`config.mk`:
```
export PLATFORM = sky130hd
export DESIGN_NAME = fir_dec_buf
export DESIGN_NICKNAME = d
export VERILOG_FILES = /design/src/rtl/fir_dec_buf.sv
export SDC_FILE = /design/constraint.sdc
export NUM_CORES = 1
export LEC_CHECK = 0
export BUFFER_PORTS_ARGS = -buffer_cell sky130_fd_sc_hd__buf_2
export CORE_MARGIN = 2
export CORE_UTILIZATION = 24
export DETAILED_ROUTE_END_ITERATION = 6
export GPL_ROUTABILITY_DRIVEN = 0
export HOLD_SLACK_MARGIN = 0.02
export SKIP_LAST_GASP = 1
export SYNTH_ARGS = -nofsm -noshare
export SYNTH_HDL_FRONTEND = slang
export SYNTH_SLANG_ARGS = --single-unit
```
`constraint.sdc`:
```
create_clock -name clk -period 4.65 [get_ports clk]
set_input_delay 0 -clock clk [delete_from_list [all_inputs] [get_ports clk]]
set_output_delay 0 -clock clk [all_outputs]
set_load 0.1 [all_outputs]
```
`src/rtl/fir_dec_buf.sv`:
```
// fir_dec_buf: keeps 1 of every DECIM valid FIR output samples, rounds and
// scales them from 19 to 16 bits, and buffers them in a first-word
// fall-through FIFO of DEPTH entries with a sticky overflow flag.
// Optional macro FIR_DEC_BUF_SAT_EN: saturate the scaled sample to the
// 16-bit range instead of wrapping.
module fir_dec_buf #(
    parameter int DECIM = 2,
    parameter int DEPTH = 4
) (
    input  logic               clk,
    input  logic               rst,
    input  logic signed [18:0] din,
    input  logic               din_vld,
    output logic signed [15:0] dout,
    output logic               dout_vld,
    input  logic               dout_rdy,
    output logic        [4:0]  count,
    output logic               full,
    output logic               ovf
);

    localparam int            PW       = (DECIM > 1) ? $clog2(DECIM) : 1;
    localparam int            AW       = $clog2(DEPTH);
    localparam logic [PW-1:0] PH_LAST  = PW'(DECIM - 1);
    localparam logic [4:0]    CNT_FULL = 5'(DEPTH);

    // Round half toward +inf while dropping 3 LSBs, then fit into 16 bits.
    function automatic logic signed [15:0] scale_round(input logic signed [18:0] x);
        logic signed [19:0] sum;
        logic signed [15:0] res;
        sum = $signed({x[18], x}) + 20'sd4;
`ifdef FIR_DEC_BUF_SAT_EN
        begin
            logic signed [16:0] r;
            r = 17'(sum >>> 3);
            if (r > 17'sd32767) begin
                res = 16'sh7fff;
            end else if (r < -17'sd32768) begin
                res = 16'sh8000;
            end else begin
                res = r[15:0];
            end
        end
`else
        res = 16'(sum >>> 3);
`endif
        return res;
    endfunction

    logic [PW-1:0]      r_phase;
    logic [AW-1:0]      r_wptr;
    logic [AW-1:0]      r_rptr;
    logic [4:0]         r_count;
    logic               r_ovf;
    logic signed [15:0] r_mem [DEPTH];

    logic               w_keep;
    logic               w_pop;
    logic               w_push;
    logic               w_empty;
    logic signed [15:0] w_sample;

    assign w_empty  = (r_count == 5'd0);
    assign w_keep   = din_vld && (r_phase == '0);
    assign w_pop    = !w_empty && dout_rdy;
    // A full FIFO still accepts a kept sample when the head leaves this cycle.
    assign w_push   = w_keep && ((r_count != CNT_FULL) || w_pop);
    assign w_sample = scale_round(din);

    // Decimation phase: advances only on valid input, wraps at DECIM-1.
    always_ff @(posedge clk) begin
        if (rst) begin
            r_phase <= '0;
        end else if (din_vld) begin
            r_phase <= (r_phase == PH_LAST) ? '0 : r_phase + PW'(1);
        end
    end

    // FIFO control: pointers, occupancy and sticky overflow.
    always_ff @(posedge clk) begin
        if (rst) begin
            r_wptr  <= '0;
            r_rptr  <= '0;
            r_count <= '0;
            r_ovf   <= 1'b0;
        end else begin
            if (w_push) begin
                r_wptr <= r_wptr + AW'(1);
            end
            if (w_pop) begin
                r_rptr <= r_rptr + AW'(1);
            end
            case ({w_push, w_pop})
                2'b10:   r_count <= r_count + 5'd1;
                2'b01:   r_count <= r_count - 5'd1;
                default: r_count <= r_count;
            endcase
            if (w_keep && !w_push) begin
                r_ovf <= 1'b1;
            end
        end
    end

    // FIFO storage: data only, contents are meaningless after reset.
    always_ff @(posedge clk) begin
        if (w_push && !rst) begin
            r_mem[r_wptr] <= w_sample;
        end
    end

    // All status outputs decode registered state only.
    assign dout_vld = !w_empty;
    assign full     = (r_count == CNT_FULL);
    assign count    = r_count;
    assign ovf      = r_ovf;
    assign dout     = w_empty ? 16'sd0 : r_mem[r_rptr];

endmodule

```
; ---- Word-level counts from Yosys, hierarchy flattened
; Memories as Yosys holds them, arrays and structs flattened. A register that Yosys moved wholly into a read port is not among the register bits.
; Cells that the tools add are included.
; Widths: inputs -> output; s select.
[classes]
n_mux = 7
addsub = 6
n_eq_ne = 4
n_reduce_logical = 11
bitwise = 1
[op_table]
columns = operator, n
row1 = $add 19x4->19 const B, 1
row2 = $mux 16, 1
row3 = $pmux 5 s2, 1
row4 = $add 5x1->5 const B, 1
row5 = $eq 5x3->1 const B, 1
row6 = $logic_and 1x1->1, 5
row7 = $logic_not 5->1, 1
row8 = $ne 5x3->1 const B, 1
row9 = $sub 5x1->5 const B, 1
row10 = $add 2x1->2 const B, 2
row11 = $mux 2, 2
row12 = $logic_not 1->1, 3
row13 = $mux 1, 3
row14 = $eq 2x1->1 const B, 1
row15 = $eq 2x2->1 const B, 1
row16 = $reduce_bool 2->1, 1
row17 = $add 1x1->1 const B, 1
row18 = $logic_or 1x1->1, 1
row19 = $not 1->1, 1
[word_totals]
in_bits = 23
output_inout_bits = 24
n_memories = 1
wordCells = 35
register_bits = 11
mem_bits_rw = 64
[mem_list]
columns = memory, depth, word_bits, read_ports, rd_ports_with_merged_regs, wr, line_no
row1 = r_mem, 4, 16, 1, 1, 1, 55  ; logic signed [15:0] r_mem [DEPTH];

; ---- Depth between registers and ports, before layout
[logic_depth]
depth_word = 8
mapped_depth = 8
depth_no_buf = 8

; ---- Worst setup path before layout
; OpenSTA, ideal clock, no wires.
[synth_timing]
kind = reg-to-output
startpoint = reg r_count[0] (netlist: count[0])
endpoint = out dout[10]
slack_ns = 1.366
stages_incl_launch_ff = 5
required_ns = 4.650
t_arrival_ns = 3.284
cell_sequence = dfxtp_1 > nor4_4 > nand2b_1 > clkbuf_1 > and2_1
[synth_via]
elab_chain_len = 2
[synth_rtl]
columns = item, line_no
row1 = "start, declared", 53  ; logic [4:0] r_count;
row2 = "start signal, assigned", 94  ; 2'b10: r_count <= r_count + 5'd1;
row3 = "start signal, assigned", 95  ; 2'b01: r_count <= r_count - 5'd1;
row4 = "start signal, assigned", 96  ; default: r_count <= r_count;
row5 = $logic_not 5->1, 63  ; assign w_empty = (r_count == 5'd0);
row6 = $mux 16, 116  ; assign dout = w_empty ? 16'sd0 : r_mem[r_rptr];
row7 = "end, declared", 14  ; output logic signed [15:0] dout,
; No other way between the ends.

; ---- Final worst setup path
[layout_timing]
startpoint = reg r_count[0] (netlist: count[0])
endpoint = reg r_count[4] (netlist: count[4])
[layout_via]
elab_chain_len = 7
elab_cells_between_ends = 12
cone_classes = add/sub: 2 / eq/ne: 3 / mux: 1 / reduce/logical: 6
[layout_rtl]
columns = item, line_no
row1 = $logic_not 5->1, 63
row2 = $logic_not 1->1, 65  ; assign w_pop = !w_empty && dout_rdy;
row3 = $logic_and 1x1->1, 65
row4 = $logic_or 1x1->1, 67  ; assign w_push = w_keep && ((r_count != CNT_FULL) || w_pop);
row5 = $logic_and 1x1->1, 67
row6 = $eq 2x1->1 or $eq 2x2->1 (tied branches), 93  ; case ({w_push, w_pop})
row7 = $pmux 5 s2 or $reduce_bool 2->1 (tied branches), -
; Parallel ways exist; a longest one is shown, timed or not.
; A chain may end at the register's enable or synchronous reset.

==> metrics.yaml <==
critical_path:
  cp-start-kind: "flip-flop"
  path_class: "reg -> reg"
  r2r.worst_path.cells: 8
  arrival_ns: 2.70
  critPathSlowestCell: "or4_4"
  worst-r2r-setup-slack_ns: 2.16
  required_ns: 4.86
  slowest_delay_ns: 0.58
  r2r_end: "count[4]"
  crit_fanout: 9
  crit_path_start: "count[0]"
  path_cells: "or4_4 > o211ai_4 > inv_4 > ha_1 > a21oi_1 > a21boi_0 > mux2i_1 > o211ai_1"
  r2r_start: "count[0]"
  cp-end-kind: "flip-flop"
global_route:
  grt_pass1_vias: 2144
  grt.busiest_layer: "met2"
  grt_pass1_wl_mm: 11.27
  grt_util_met2: 0.1639
  grt_start_max_net_pins: 18
  grtUsageMet1: 0.1067
  grt_usage: 0.09549
  met3_usage: 0.03528
  gr-total-overflow: 0
  antenna_found_initial: 1
placed_design:
  post-dp-hpwl_mm: 4.734
  io_buffers: 44
route:
  drtPass1Iterations: 4
  wl_per_cell_um: 14.95
  postRouteAntennaNets: 0
  drc: 0
  via_per_inst: 4.291
  drt_first_iter_violations: 114
  num_vias: 1991
  totalWireLength_mm: 6.939
synthesis:
  ys_top_cells_by_area: "edfxtp_1, mux4_2, dfxtp_1"
  ys_seq_area_frac: 0.6291
  synthArstFlopShare: 0
  synth_edf_count: 64
  syn_avg_cell_area_um2: 15.28
  synth_top_cell_area_share: 0.5541
  syn-num-nets: 259
  ys_warn_count: 0
  netlist_instances: 227
  synth-seq-cells: 77
  syn-cell-area_mm2: 0.003468
  synth.distinct_cells: 40
  ys.flop_type: "edfxtp_1"
  synth_top_area_cell: "edfxtp_1"
clocking:
  htreeDepth: 3
  cts_made_buffers: 9
  clock_latency_ns: 0.33
  post_cts.repair.setup_buffers: 0
  clock_path_buffers: 2
  cts_tree: "built"
  cts.sinks: 77
  cts_root_buffer: "clkbuf_16"
  cts.clk_slew.worst_paths_ns: 0.06
sta:
  min_period_over_period: 0.5358
  setup_viol: 0
  finalSetupTns_ns: 0
  grt_setup_unrepaired: "false"
  fmaxAchievable_mhz: 401.4
  slew_headroom: 0.3914
  fin_skew_ns: 0.006098
  period_needed_ns: 2.491
  hold_viol: 0
  slew_violations: 0
  worstMarginPinSlew_ns: 0.9129
worst_hold_path:
  hold_depth: 2
  holdPathEnd: "r_mem[2][5]"
  hold_class: "in -> reg"
  hp-start: "din[8]"
floorplan:
  start_util: 0.2479
  fp.coreArea_mm2: 0.01399
  pin_count: 47
  dieArea_mm2: 0.01543
  dieWidth_um: 124.2
  dieHeight_um: 124.2
  rows: 43
cells_and_area:
  area_delta_synth_final_pct: 22.26
  antenna_cells: 0
  layout-drive-gt1-share: 0.2923
  final_nets: 311
flow_run:
  cap_violations: 0
run_status:
  status: "complete, no violations"
==> final cells by class <==
type                    count  area, um2
well taps                 180      225.2
repair buffers             47      247.7
flip-flops and latches     77       2182
clock inverters             7      98.84
clock buffers               9      225.2
fillers                  1432       9748
inverters                   5      21.27
multi-input cells         139       1240
==> sequential cells by signal (all words and copies together), names as in the netlist, named ones only <==
register,flops
r_phase,1
r_wptr,2
count,5
r_rptr,2
ovf,1
r_mem,64
==> worst max-delay path: cells and delay by family (launching register included) <==
family,cells,cell delay (ns)
compound gates,4,0.80
fa+ha+maj,1,0.34
buf+inv,1,0.11
flops,1,0.39
mux,1,0.14
simple gates,1,0.58
==> Yosys cell counts (all sizes together), types with 3 or more instances <==
library cell	instances
nand3	11
clkbuf	4
inv	5
xnor2	8
mux4	16
edfxtp	64
a21oi	7
mux2i	3
nor3b	3
and2	21
nor3	7
ha	8
nor4	3
nand2b	3
o21ai	3
xor2	11
nor2	11
nand2	6
o211ai	3
dfxtp	13
==> layer usage <==
| layer | up-vias | routed length (um) |
|---|---|---|
| li1 | 973 | - |
| met1 | 984 | 2940 |
| met2 | 23 | 3619 |
| met3 | 9 | 266 |
| met4 | 2 | 99 |
| met5 | - | 13 |
==> kinds of logic after synthesis <==
family	count (synthesis)	synth area share
XOR/XNOR	19	0.04798
AND/OR/NAND/NOR	73	0.1230
AO/OA/AOI/OAI	18	0.03499
multiplexers	20	0.1169
adder cells (fa/ha/maj)	9	0.03463
buffers and inverters	11	0.01335
flip-flops	77	0.6291
==> worst max path at each step <==
stage / endpoint / slack, ns / cells past startpoint
floorplan: dout[10] / 1.37 / 4
global placement: count[4] / 2.20 / 8
detailed placement: count[4] / 2.16 / 8
CTS: count[4] / 2.16 / 8
global route: count[4] / 1.92 / 8
finish: count[4] / 2.16 / 8
==> through the flow <==
| stage | cells | hold slack, ns | cell area (um2) | util | worst slack (ns) |
|---|---|---|---|---|---|
| after floorplan | 227 | 0.06951 | 3468 | - | 1.366 |
| after global placement | 446 | 0.3013 | 3896 | 0.2785 | 2.197 |
| after detailed placement | 446 | 0.3168 | 3896 | 0.2785 | 2.164 |
| after CTS | 464 | 0.03838 | 4240 | 0.3031 | 2.156 |
| after global routing | 464 | 0.04898 | 4240 | 0.3031 | 1.923 |
| final | 464 | 0.05878 | 4240 | 0.3031 | 2.159 |
==> placed cells by master (no fill, tap or decap), types with 2 or more instances in the layout <==
cell | netlist | routed
nor4_1 | 2 | 2
nand3_1 | 11 | 11
bufinv_16 | 0 | 2
buf_2 | 2 | 44
o21ai_1 | 2 | 2
dfxtp_1 | 13 | 13
a21oi_1 | 7 | 7
nor2_1 | 11 | 11
nand2_1 | 6 | 6
xnor2_1 | 8 | 8
clkinv_2 | 0 | 2
and2_1 | 21 | 21
o211ai_1 | 2 | 2
nand2b_1 | 3 | 3
inv_1 | 4 | 4
nor3_1 | 7 | 7
dlygate4sd3_1 | 0 | 2
clkinv_4 | 0 | 2
xor2_1 | 11 | 11
nand4_1 | 2 | 2
mux2i_1 | 3 | 3
ha_1 | 8 | 8
clkbuf_16 | 0 | 9
nor3b_1 | 2 | 2
edfxtp_1 | 64 | 64
mux4_2 | 16 | 16
==> timing repair <==
item / 4_1_cts / 5_1_grt
resized for setup: 0 / 0
hold endpoints to repair: 5 / 0
hold buffers: 2 / 0
Power is left out: the tool's default activity adds up to more than one toggle a clock period on the data nets, which glitch-free logic cannot reach.
